File: config.mk
export PLATFORM = sky130hd
export DESIGN_NAME = cpu_bus_bridge_flat
export DESIGN_NICKNAME = d
export VERILOG_FILES = /design/src/rtl/cpu_bus_bridge_if.sv /design/src/rtl/cpu_bus_bridge.sv /design/src/flat_wrapper.sv
export SDC_FILE = /design/constraint.sdc
export NUM_CORES = 1
export LEC_CHECK = 0
export ABC_AREA = 1
export BUFFER_PORTS_ARGS = -buffer_cell sky130_fd_sc_hd__buf_2
export CORE_ASPECT_RATIO = 1.5
export CORE_MARGIN = 3
export CORE_UTILIZATION = 55
export CTS_CLUSTER_DIAMETER = 40
export DETAILED_ROUTE_END_ITERATION = 8
export HOLD_SLACK_MARGIN = 0.05
export PLACE_DENSITY_LB_ADDON = 0.2
export SETUP_SLACK_MARGIN = 0.4
export SYNTH_ARGS = -nofsm -noshare
export SYNTH_HDL_FRONTEND = slang
export SYNTH_SLANG_ARGS = --single-unit
export TNS_END_PERCENT = 20
File: constraint.sdc
create_clock -name clk -period 2.5 [get_ports clk]
set_clock_uncertainty 0.1 [all_clocks]
set_input_delay 0.5 -clock clk [delete_from_list [all_inputs] [get_ports clk]]
set_output_delay 0.5 -clock clk [all_outputs]
set_load 0.005 [all_outputs]
File: src/rtl/cpu_bus_bridge_if.sv
// rtl/cpu_bus_bridge_if.sv - downstream VDP req/ack transaction bus between bridge (master) and core (slave)
interface cpu_bus_bridge_if #(
  parameter int ADDR_W = 2,
  parameter int DATA_W = 8
);
  logic              req;
  logic              wrt;
  logic [ADDR_W-1:0] adr;
  logic [DATA_W-1:0] dbo;
  logic              ack;
  logic [DATA_W-1:0] dbi;

  modport master (
    output req, wrt, adr, dbo,
    input  ack, dbi
  );

  modport slave (
    input  req, wrt, adr, dbo,
    output ack, dbi
  );
endinterface

File: src/rtl/cpu_bus_bridge.sv
// rtl/cpu_bus_bridge.sv - host csr_n/csw_n strobes to VDP req/ack bridge with posted-write FIFO
// Optional macro CPU_BUS_WAIT_EN adds wait_n and stalls (instead of dropping) full-FIFO writes.
module cpu_bus_bridge #(
  parameter int ADDR_W     = 2,
  parameter int DATA_W     = 8,
  parameter int FIFO_DEPTH = 4,
  parameter int FILTER_LEN = 3
) (
  input  logic              clk,
  input  logic              reset,
  input  logic              csr_n,
  input  logic              csw_n,
  input  logic [ADDR_W-1:0] mode,
  input  logic [DATA_W-1:0] cd_in,
  output logic [DATA_W-1:0] cd_out,
  output logic              cd_oe,
  output logic              overflow,
`ifdef CPU_BUS_WAIT_EN
  output logic              wait_n,
`endif
  cpu_bus_bridge_if.master  vdp
);

  localparam int PTR_W  = $clog2(FIFO_DEPTH);
  localparam int CNT_W  = PTR_W + 1;
  localparam int FCNT_W = $clog2(FILTER_LEN + 1);
  localparam int ENT_W  = ADDR_W + DATA_W;

  typedef enum logic [1:0] {
    IDLE    = 2'd0,
    RD_WAIT = 2'd1,
    RD_REQ  = 2'd2,
    RELEASE = 2'd3
  } state_t;

  state_t state;

  // Index 0 = csr, index 1 = csw.
  logic [1:0]        sync1;
  logic [1:0]        sync2;
  logic [1:0]        strb_f;
  logic [FCNT_W-1:0] fcnt [2];

  logic [ADDR_W-1:0] cap_mode;
  logic [DATA_W-1:0] cap_data;

  logic [ENT_W-1:0]  mem [FIFO_DEPTH];
  logic [PTR_W-1:0]  wr_ptr;
  logic [PTR_W-1:0]  rd_ptr;
  logic [CNT_W-1:0]  count;

  logic              req_q;
  logic              wrt_q;
  logic [ADDR_W-1:0] adr_q;
  logic [DATA_W-1:0] dbo_q;

  logic              csr_f;
  logic              csw_f;
  logic              full;
  logic              empty;
  logic              wr_request;
  logic              push;
  logic              pop;
  logic              issue_wr;
  logic              issue_rd;
  logic [ENT_W-1:0]  head;

  assign csr_f = strb_f[0];
  assign csw_f = strb_f[1];

  always_ff @(posedge clk) begin
    if (reset) begin
      sync1   <= 2'b11;
      sync2   <= 2'b11;
      strb_f  <= 2'b11;
      fcnt[0] <= '0;
      fcnt[1] <= '0;
    end else begin
      sync1 <= {csw_n, csr_n};
      sync2 <= sync1;
      for (int i = 0; i < 2; i++) begin
        if (sync2[i] == strb_f[i]) begin
          fcnt[i] <= '0;
        end else if (fcnt[i] == FCNT_W'(FILTER_LEN - 1)) begin
          strb_f[i] <= sync2[i];
          fcnt[i]   <= '0;
        end else begin
          fcnt[i] <= fcnt[i] + FCNT_W'(1);
        end
      end
    end
  end

  // While both filtered strobes are released the capture tracks the pins, so it
  // freezes on exactly the cycle either filtered strobe falls.
  always_ff @(posedge clk) begin
    if (reset) begin
      cap_mode <= '0;
      cap_data <= '0;
    end else if (&strb_f) begin
      cap_mode <= mode;
      cap_data <= cd_in;
    end
  end

  always_comb begin
    full       = (count == CNT_W'(FIFO_DEPTH));
    empty      = (count == '0);
    pop        = req_q & wrt_q & vdp.ack;
    wr_request = (state == IDLE) & ~csw_f & csr_f;
    push       = wr_request & (~full | pop);
    // An empty FIFO bypasses straight to the bus so req follows the push by one cycle.
    head       = empty ? {cap_mode, cap_data} : mem[rd_ptr];
    issue_wr   = ~req_q & (state != RD_REQ) & (~empty | push);
    issue_rd   = ~req_q & (state == RD_WAIT) & empty;
  end

  always_ff @(posedge clk) begin
    if (push) begin
      mem[wr_ptr] <= {cap_mode, cap_data};
    end
  end

  always_ff @(posedge clk) begin
    if (reset) begin
      state    <= IDLE;
      req_q    <= 1'b0;
      wrt_q    <= 1'b0;
      adr_q    <= '0;
      dbo_q    <= '0;
      cd_out   <= '0;
      overflow <= 1'b0;
      wr_ptr   <= '0;
      rd_ptr   <= '0;
      count    <= '0;
    end else begin
      if (push) wr_ptr <= wr_ptr + PTR_W'(1);
      if (pop)  rd_ptr <= rd_ptr + PTR_W'(1);
      if (push && !pop) begin
        count <= count + CNT_W'(1);
      end else if (pop && !push) begin
        count <= count - CNT_W'(1);
      end

      if (req_q) begin
        if (vdp.ack) req_q <= 1'b0;
      end else if (issue_wr) begin
        req_q          <= 1'b1;
        wrt_q          <= 1'b1;
        {adr_q, dbo_q} <= head;
      end else if (issue_rd) begin
        req_q <= 1'b1;
        wrt_q <= 1'b0;
        adr_q <= cap_mode;
        dbo_q <= '0;
      end

      case (state)
        IDLE: begin
          if (!csw_f && !csr_f) begin
            state <= RELEASE;
          end else if (!csw_f) begin
            if (push) begin
              state <= RELEASE;
            end else begin
`ifdef CPU_BUS_WAIT_EN
              state <= IDLE;
`else
              overflow <= 1'b1;
              state    <= RELEASE;
`endif
            end
          end else if (!csr_f) begin
            state <= RD_WAIT;
          end
        end
        RD_WAIT: begin
          if (issue_rd) state <= RD_REQ;
        end
        RD_REQ: begin
          if (req_q && !wrt_q && vdp.ack) begin
            cd_out <= vdp.dbi;
            state  <= RELEASE;
          end
        end
        RELEASE: begin
          if (csr_f && csw_f) state <= IDLE;
        end
        default: state <= IDLE;
      endcase
    end
  end

  assign vdp.req = req_q;
  assign vdp.wrt = wrt_q;
  assign vdp.adr = adr_q;
  assign vdp.dbo = dbo_q;
  assign cd_oe   = ~csr_f;

`ifdef CPU_BUS_WAIT_EN
  assign wait_n = ~((state == RD_WAIT) | (state == RD_REQ) |
                    ((state == IDLE) & full & ~csw_f));
`endif

endmodule
File: src/flat_wrapper.sv
// flat-port wrapper written by rule: the top's interface ports become plain ports
module cpu_bus_bridge_flat 
#(
  parameter int ADDR_W     = 2,
  parameter int DATA_W     = 8,
  parameter int FIFO_DEPTH = 4,
  parameter int FILTER_LEN = 3
)
  (clk, reset, csr_n, csw_n, mode, cd_in, cd_out, cd_oe, overflow, vdp_req, vdp_wrt, vdp_adr, vdp_dbo, vdp_ack, vdp_dbi);
  cpu_bus_bridge_if #(.ADDR_W(ADDR_W), .DATA_W(DATA_W)) vdp_i ();
  input  logic clk;
  input  logic reset;
  input  logic csr_n;
  input  logic csw_n;
  input  logic [ADDR_W-1:0] mode;
  input  logic [DATA_W-1:0] cd_in;
  output logic [DATA_W-1:0] cd_out;
  output logic cd_oe;
  output logic overflow;
  output wire logic [$bits(vdp_i.req)-1:0] vdp_req;
  output wire logic [$bits(vdp_i.wrt)-1:0] vdp_wrt;
  output wire logic [$bits(vdp_i.adr)-1:0] vdp_adr;
  output wire logic [$bits(vdp_i.dbo)-1:0] vdp_dbo;
  input wire logic [$bits(vdp_i.ack)-1:0] vdp_ack;
  input wire logic [$bits(vdp_i.dbi)-1:0] vdp_dbi;
  assign vdp_req = vdp_i.req;
  assign vdp_wrt = vdp_i.wrt;
  assign vdp_adr = vdp_i.adr;
  assign vdp_dbo = vdp_i.dbo;
  assign vdp_i.ack = vdp_ack;
  assign vdp_i.dbi = vdp_dbi;
  cpu_bus_bridge #(.ADDR_W(ADDR_W), .DATA_W(DATA_W), .FIFO_DEPTH(FIFO_DEPTH), .FILTER_LEN(FILTER_LEN)) u_core (.clk(clk), .reset(reset), .csr_n(csr_n), .csw_n(csw_n), .mode(mode), .cd_in(cd_in), .cd_out(cd_out), .cd_oe(cd_oe), .overflow(overflow), .vdp(vdp_i));
endmodule
# Word-level counts from Yosys, hierarchy flattened
# Memory sizes are Yosys's and may differ from the RTL's. A register that Yosys moved wholly into a read port is not among the register bits.
# Index checks and enable logic that the tools add are counted.
[classes]
n_mux = 54
n_reduce_logical = 22
n_addsub = 6
n_eq_ne = 13
bitwise_logic = 26
[op_table]
columns = ["op", "count"]
rows = [
  ["$mux W1", 32],
  ["$mux W2", 16],
  ["$mux W8", 2],
  ["$mux W10", 1],
  ["$reduce_and A2 Y1", 5],
  ["$and A1 B1 Y1", 9],
  ["$not A1 Y1", 9],
  ["$add A2 B1 Y2 const B", 4],
  ["$eq A2 B2 Y1 const B", 4],
  ["$or A1 B1 Y1", 8],
  ["$pmux W2 S4", 1],
  ["$reduce_and A4 Y1", 2],
  ["$logic_and A1 B1 Y1", 6],
  ["$mux W3", 2],
  ["$ne A2 B1 Y1 const B", 3],
  ["$logic_not A1 Y1", 5],
  ["$ne A4 B4 Y1 const B", 1],
  ["$reduce_bool A2 Y1", 2],
  ["$add A3 B1 Y3 const B", 1],
  ["$eq A3 B3 Y1 const B", 1],
  ["$logic_not A3 Y1", 1],
  ["$sub A3 B1 Y3 const B", 1],
  ["$eq A1 B1 Y1", 2],
  ["$eq A2 B1 Y1 const B", 1],
  ["other kinds (2)", 2],
]
[totals]
memories = 2
out_inout_bits = 22
wordCells = 139
register_bits = 46
ram_bits = 44
[memory_table]
columns = ["name", "depth", "word_bits", "read_ports", "rd_clocked_by_memory_dff", "write_ports", "line", "rtl"]
rows = [
  ["u_core.mem", 4, 10, 1, 1, 1, "cpu_bus_bridge.sv:47", "logic [ENT_W-1:0] mem [FIFO_DEPTH];"],
  ["u_core.fcnt", 2, 2, 2, 0, 2, "cpu_bus_bridge.sv:42", "logic [FCNT_W-1:0] fcnt [2];"],
]

# Logic depth before layout (Yosys ltp)
[logic_depth]
ltp_word = 8
ltp_mapped = 13
mapped_depth_nobuf = 13

# Worst setup path before layout
# No wires, ideal clock.
[synth_path]
path_type = "flip-flop to flip-flop"
from = "register u_core.state[0]"
to = "register u_core.count[2]"
arrival_ps = 1986
n_path_buf = 0
setup_time_ps = 122
stages_incl_launch_ff = 14
path_slack_ps = 291
synth_period_minus_slack_ps = 2209
path_cell_list = "dfxtp_1 inv_1 ha_1 nand2_1 nor2_4 nand2_1 inv_1 ha_1 inv_1 fa_1 a21oi_1 o21ai_0 o21ai_0 a21oi_1"
[synth_via]
elab_chain_cells = 7
elab_cells_between_ends = 9
classes_between = "1 x mux; 3 x bitwise; 5 x reduce/logical"
[synth_rtl]
columns = ["element", "line", "rtl"]
rows = [
  ["start: declaration", "cpu_bus_bridge.sv:36", "state_t state;"],
  ["start signal: assignment", "cpu_bus_bridge.sv:126", "state <= IDLE;"],
  ["start signal: assignment", "cpu_bus_bridge.sv:161", "state <= RELEASE;"],
  ["start signal: assignment", "cpu_bus_bridge.sv:164", "state <= RELEASE;"],
  ["$logic_not A2 Y1 *", "cpu_bus_bridge.sv:110", "wr_request = (state == IDLE) & ~csw_f & csr_f;"],
  ["$and A1 B1 Y1 * (2 in series)", "cpu_bus_bridge.sv:110", ""],
  ["$and A1 B1 Y1 *", "cpu_bus_bridge.sv:111", "push = wr_request & (~full | pop);"],
  ["via u_core.push", "cpu_bus_bridge.sv:62", "logic push;"],
  ["$logic_not A1 Y1", "cpu_bus_bridge.sv:141", "end else if (pop && !push) begin"],
  ["$logic_and A1 B1 Y1", "cpu_bus_bridge.sv:141", ""],
  ["$reduce_bool A2 Y1 (no source line)", "-", ""],
  ["end signal: assignment", "cpu_bus_bridge.sv:140", "count <= count + CNT_W'(1);"],
  ["end signal: assignment", "cpu_bus_bridge.sv:142", "count <= count - CNT_W'(1);"],
  ["end: declaration", "cpu_bus_bridge.sv:50", "logic [CNT_W-1:0] count;"],
]
# Mark *: on every way through the listed nets, which the timed path passes. The rest lies on a longest branch.
# A chain may end at the register's enable or synchronous reset.

# Worst setup path after layout
# Ends and elaborated chain as after synthesis.

==> results_dict.tcl <==
set metrics [dict create \
    status "finished clean" \
    synth_edf_count 44 \
    cts_root_buf "clkbuf_8" \
    worstPathRequired_ns 2.64 \
    avgRoutedWirePerCell_um 13.8 \
    vdd_drop_max_uv 507 \
    cp_slowest_cell "dfxtp_4" \
    antenna_found_initial 0 \
    antenna_left 0 \
    hold_path.class "in -> reg" \
    combPwrFrac_pct 27.3 \
    max_stage_delay_ns 0.36 \
    power_density_nw_per_um2 827 \
    worstSetupPathType "reg -> reg" \
    gr-usage-met2_pct 36.1 \
    worst_pin_slew_ns 0.649 \
    grt_use_met1_pct 24.9 \
    clk_path_buf_depth 2 \
    path_cells "inv_4 -> ha_4 -> nand2_2 -> nor2_4 -> nand2_4 -> inv_1 -> ha_1 -> inv_1 -> fa_2 -> a21oi_1 -> o21ai_1 -> o21ai_1 -> a21oi_1" \
    synthToLayoutAreaGrowth_pct 15.3 \
    grt_usage_pct 21.6 \
    io_buffer_count 44 \
    synth_area_um2 3940 \
    ys_ff_latch 92 \
    setup_tns_ns 0 \
    htree_num_levels 3 \
    cp-end-kind "flop" \
    clk_pin_slew_ns 0.09 \
    fin_cells 579 \
    crit_path_max_fanout 4 \
    synthTopCellsByCount "nand2_1, inv_1, nand3_1" \
    grt_max_degree 28 \
    crit_path_start "u_core.state[0]$_SDFFE_PP0P_" \
    cp.depth 13 \
    drv_slew 0 \
    min-delay-start "csr_n" \
    p_seq_share_pct 48.8 \
    yosysMostFrequentCell "nand2_1" \
    timing.critical_path.buf_inv 3 \
    fmaxAchievable_mhz 488 \
    leakage_uw 0.00204 \
    grt_pass1_wl_um 13100 \
    drive_gt1_share_pct 20.8 \
    period_share_pct 81.9 \
    dieArea_um2 8230 \
    top_usage_layer "met2" \
    gp_congestion 0.847 \
    overflow 0 \
    switching_power_uw 1260 \
    hpwl_um 5590 \
    die_w_um 75.1 \
    hold_depth 2 \
    die_h_um 110 \
    numCtsBuffers 9 \
    start_util_pct 57.1 \
    ys_types 26 \
    final_nets 532 \
    crit_arrival_ns 2.19 \
    drtIter0Drc 192 \
    drcViolationCount 0 \
    tritoncts "yes" \
    p_sw_share_pct 33.5 \
    yosys-top-cells-area "edfxtp_1, dfxtp_1, nand3_1" \
    relSlewSlack_pct 56.7 \
    async_flop_share_pct 0 \
    row_count 37 \
    viasPerCell 5.12 \
    setup_viol 0 \
    seq_area_frac_synth_pct 58.0 \
    dpl.cell_count 558 \
    synth_ff_type "dfxtp_1" \
    grt_setup_unrepaired "yes" \
    insertion_delay_ns 0.36 \
    coreArea_um2 6900 \
    synth_area_per_cell_um2 9.05 \
    vias 2965 \
    maxCapViolCount 0 \
    grt_pass1_vias 2929 \
    final.min_clock_period_ns 2.05 \
    grt_util_met3_pct 5.95 \
    yosysWarnings 0 \
    cts.sinks 92 \
    dr.pass1.iters 4 \
    ctsHoldBuffers 0 \
    r2r_start "u_core.state[0]$_SDFFE_PP0P_" \
    yosysTopAreaCell "edfxtp_1" \
    hold_violations 0 \
    p_clk_share_pct 23.9 \
    synth_cells 435 \
    antennaDiodeCount 0 \
    intPower_uw 2490 \
    synth_top_area_share_pct 33.6 \
    worstSetupStartpointType "flop" \
    crit_family "adder cells" \
    pin_count 45 \
    reg2reg_depth 13 \
    wl_um 7970 \
]
[area by class of cell]
type / count / area, um^2
Clock inverter: 6 / 48.8
Sequential cell: 92 / 2290
Multi-Input combinational cell: 269 / 1390
Fill cell: 558 / 2360
Inverter: 63 / 241
Tap cell: 78 / 97.6
Timing Repair Buffer: 61 / 348
Clock buffer: 10 / 128
[per-stage QoR]
stage	hold slack, ns	power [uW]	util [%]	cell area (um^2)	setup slack (ns)
final	0.219	3750	65.8	4540	0.451
after detailed placement	0.294	2840	62.4	4300	0.246
after global routing	0.199	4010	65.8	4540	0.357
after CTS	0.194	3760	65.3	4500	0.409
after global placement	0.291	2800	62.4	4300	0.278
after floorplan	0.289	2540	-	3960	0.408
[routing by layer]
| metal | vias to the layer above | part of all wire [%] | routed length [um] |
|---|---|---|---|
| li1 | 1523 | - | - |
| met1 | 1358 | 40 | 3200 |
| met2 | 70 | 53 | 4210 |
| met3 | 14 | 5.0 | 397 |
| met4 | 0 | 2.0 | 159 |
| met5 | - | 0 | 0 |
[worst reg2reg max path: stages (launching register included)]
cell	delay, ns
dfxtp_4	0.36
inv_4	0.07
ha_4	0.14
nand2_2	0.07
nor2_4	0.15
nand2_4	0.05
inv_1	0.05
ha_1	0.13
inv_1	0.07
fa_2	0.35
a21oi_1	0.14
o21ai_1	0.09
o21ai_1	0.13
a21oi_1	0.05
[power by group through the flow]
| stage | clock (uW) | combinational, uW | sequential (uW) |
|---|---|---|---|
| after floorplan | 0 | 691 | 1850 |
| after global placement | 0 | 956 | 1850 |
| after detailed placement | 0 | 983 | 1860 |
| after CTS | 925 | 1000 | 1830 |
| after global routing | 992 | 1170 | 1850 |
| final | 897 | 1020 | 1830 |
[cells by family (layout without fill, tap and decap cells)]
kind of cell | Yosys count | count (layout) | synth area share [%]
buf+inv | 77 | 140 | 7.66
other cells | 1 | 4 | 0.0953
flops | 92 | 92 | 58.0
compound gates | 58 | 58 | 7.79
fa+ha+maj | 13 | 13 | 4.32
simple gates | 194 | 194 | 22.2
[timing repair]
action                                 in CTS  in global routing
pin swaps                                   1                  3
cloned                                      0                  0
resized for setup                           4                  3
endpoints found under the hold margin       0                  0
setup endpoints to repair                   1                 10
setup buffers                               1                  4
[state kept, by name (all words and copies together), names as in the netlist, named ones only]
signal	count
u_core.fcnt	4
u_core.wr_ptr	2
u_core.cap_data	8
u_core.cd_out	8
u_core.overflow	1
u_core.cap_mode	2
u_core.vdp.dbo	8
u_core.vdp.wrt	1
u_core.sync1	2
u_core.strb_f	2
u_core.state	2
u_core.sync2	2
u_core.count	3
u_core.rd_ptr	2
u_core.mem	40
u_core.vdp.adr	2
u_core.vdp.req	1
[worst paths after layout]
path	end	slack (ns)
setup / recovery	u_core.count[2]$_SDFFE_PP0P_	0.45
hold / removal	u_core.sync1[0]$_SDFF_PP1_	0.22
setup reg to reg	u_core.count[2]$_SDFFE_PP0P_	0.45
hold reg to reg	u_core.sync2[0]$_SDFF_PP1_	0.31
[cell usage in the layout (no fill, tap or decap), types with 2 or more instances in the layout]
master and instances:
a21oi_1 33, buf_2 44, buf_4 17, clkbuf_8 9, clkinv_4 3, conb_1 4
dfxtp_1 46, edfxtp_1 44, ha_1 11, inv_1 60, inv_4 2, inv_6 2
nand2_1 73, nand2_2 2, nand2_4 2, nand3_1 57, nor2_1 41, nor2_2 2
nor2_4 2, o21ai_0 19, o21ai_1 4, or2_2 12
Power figures use the tool's default switching activity.
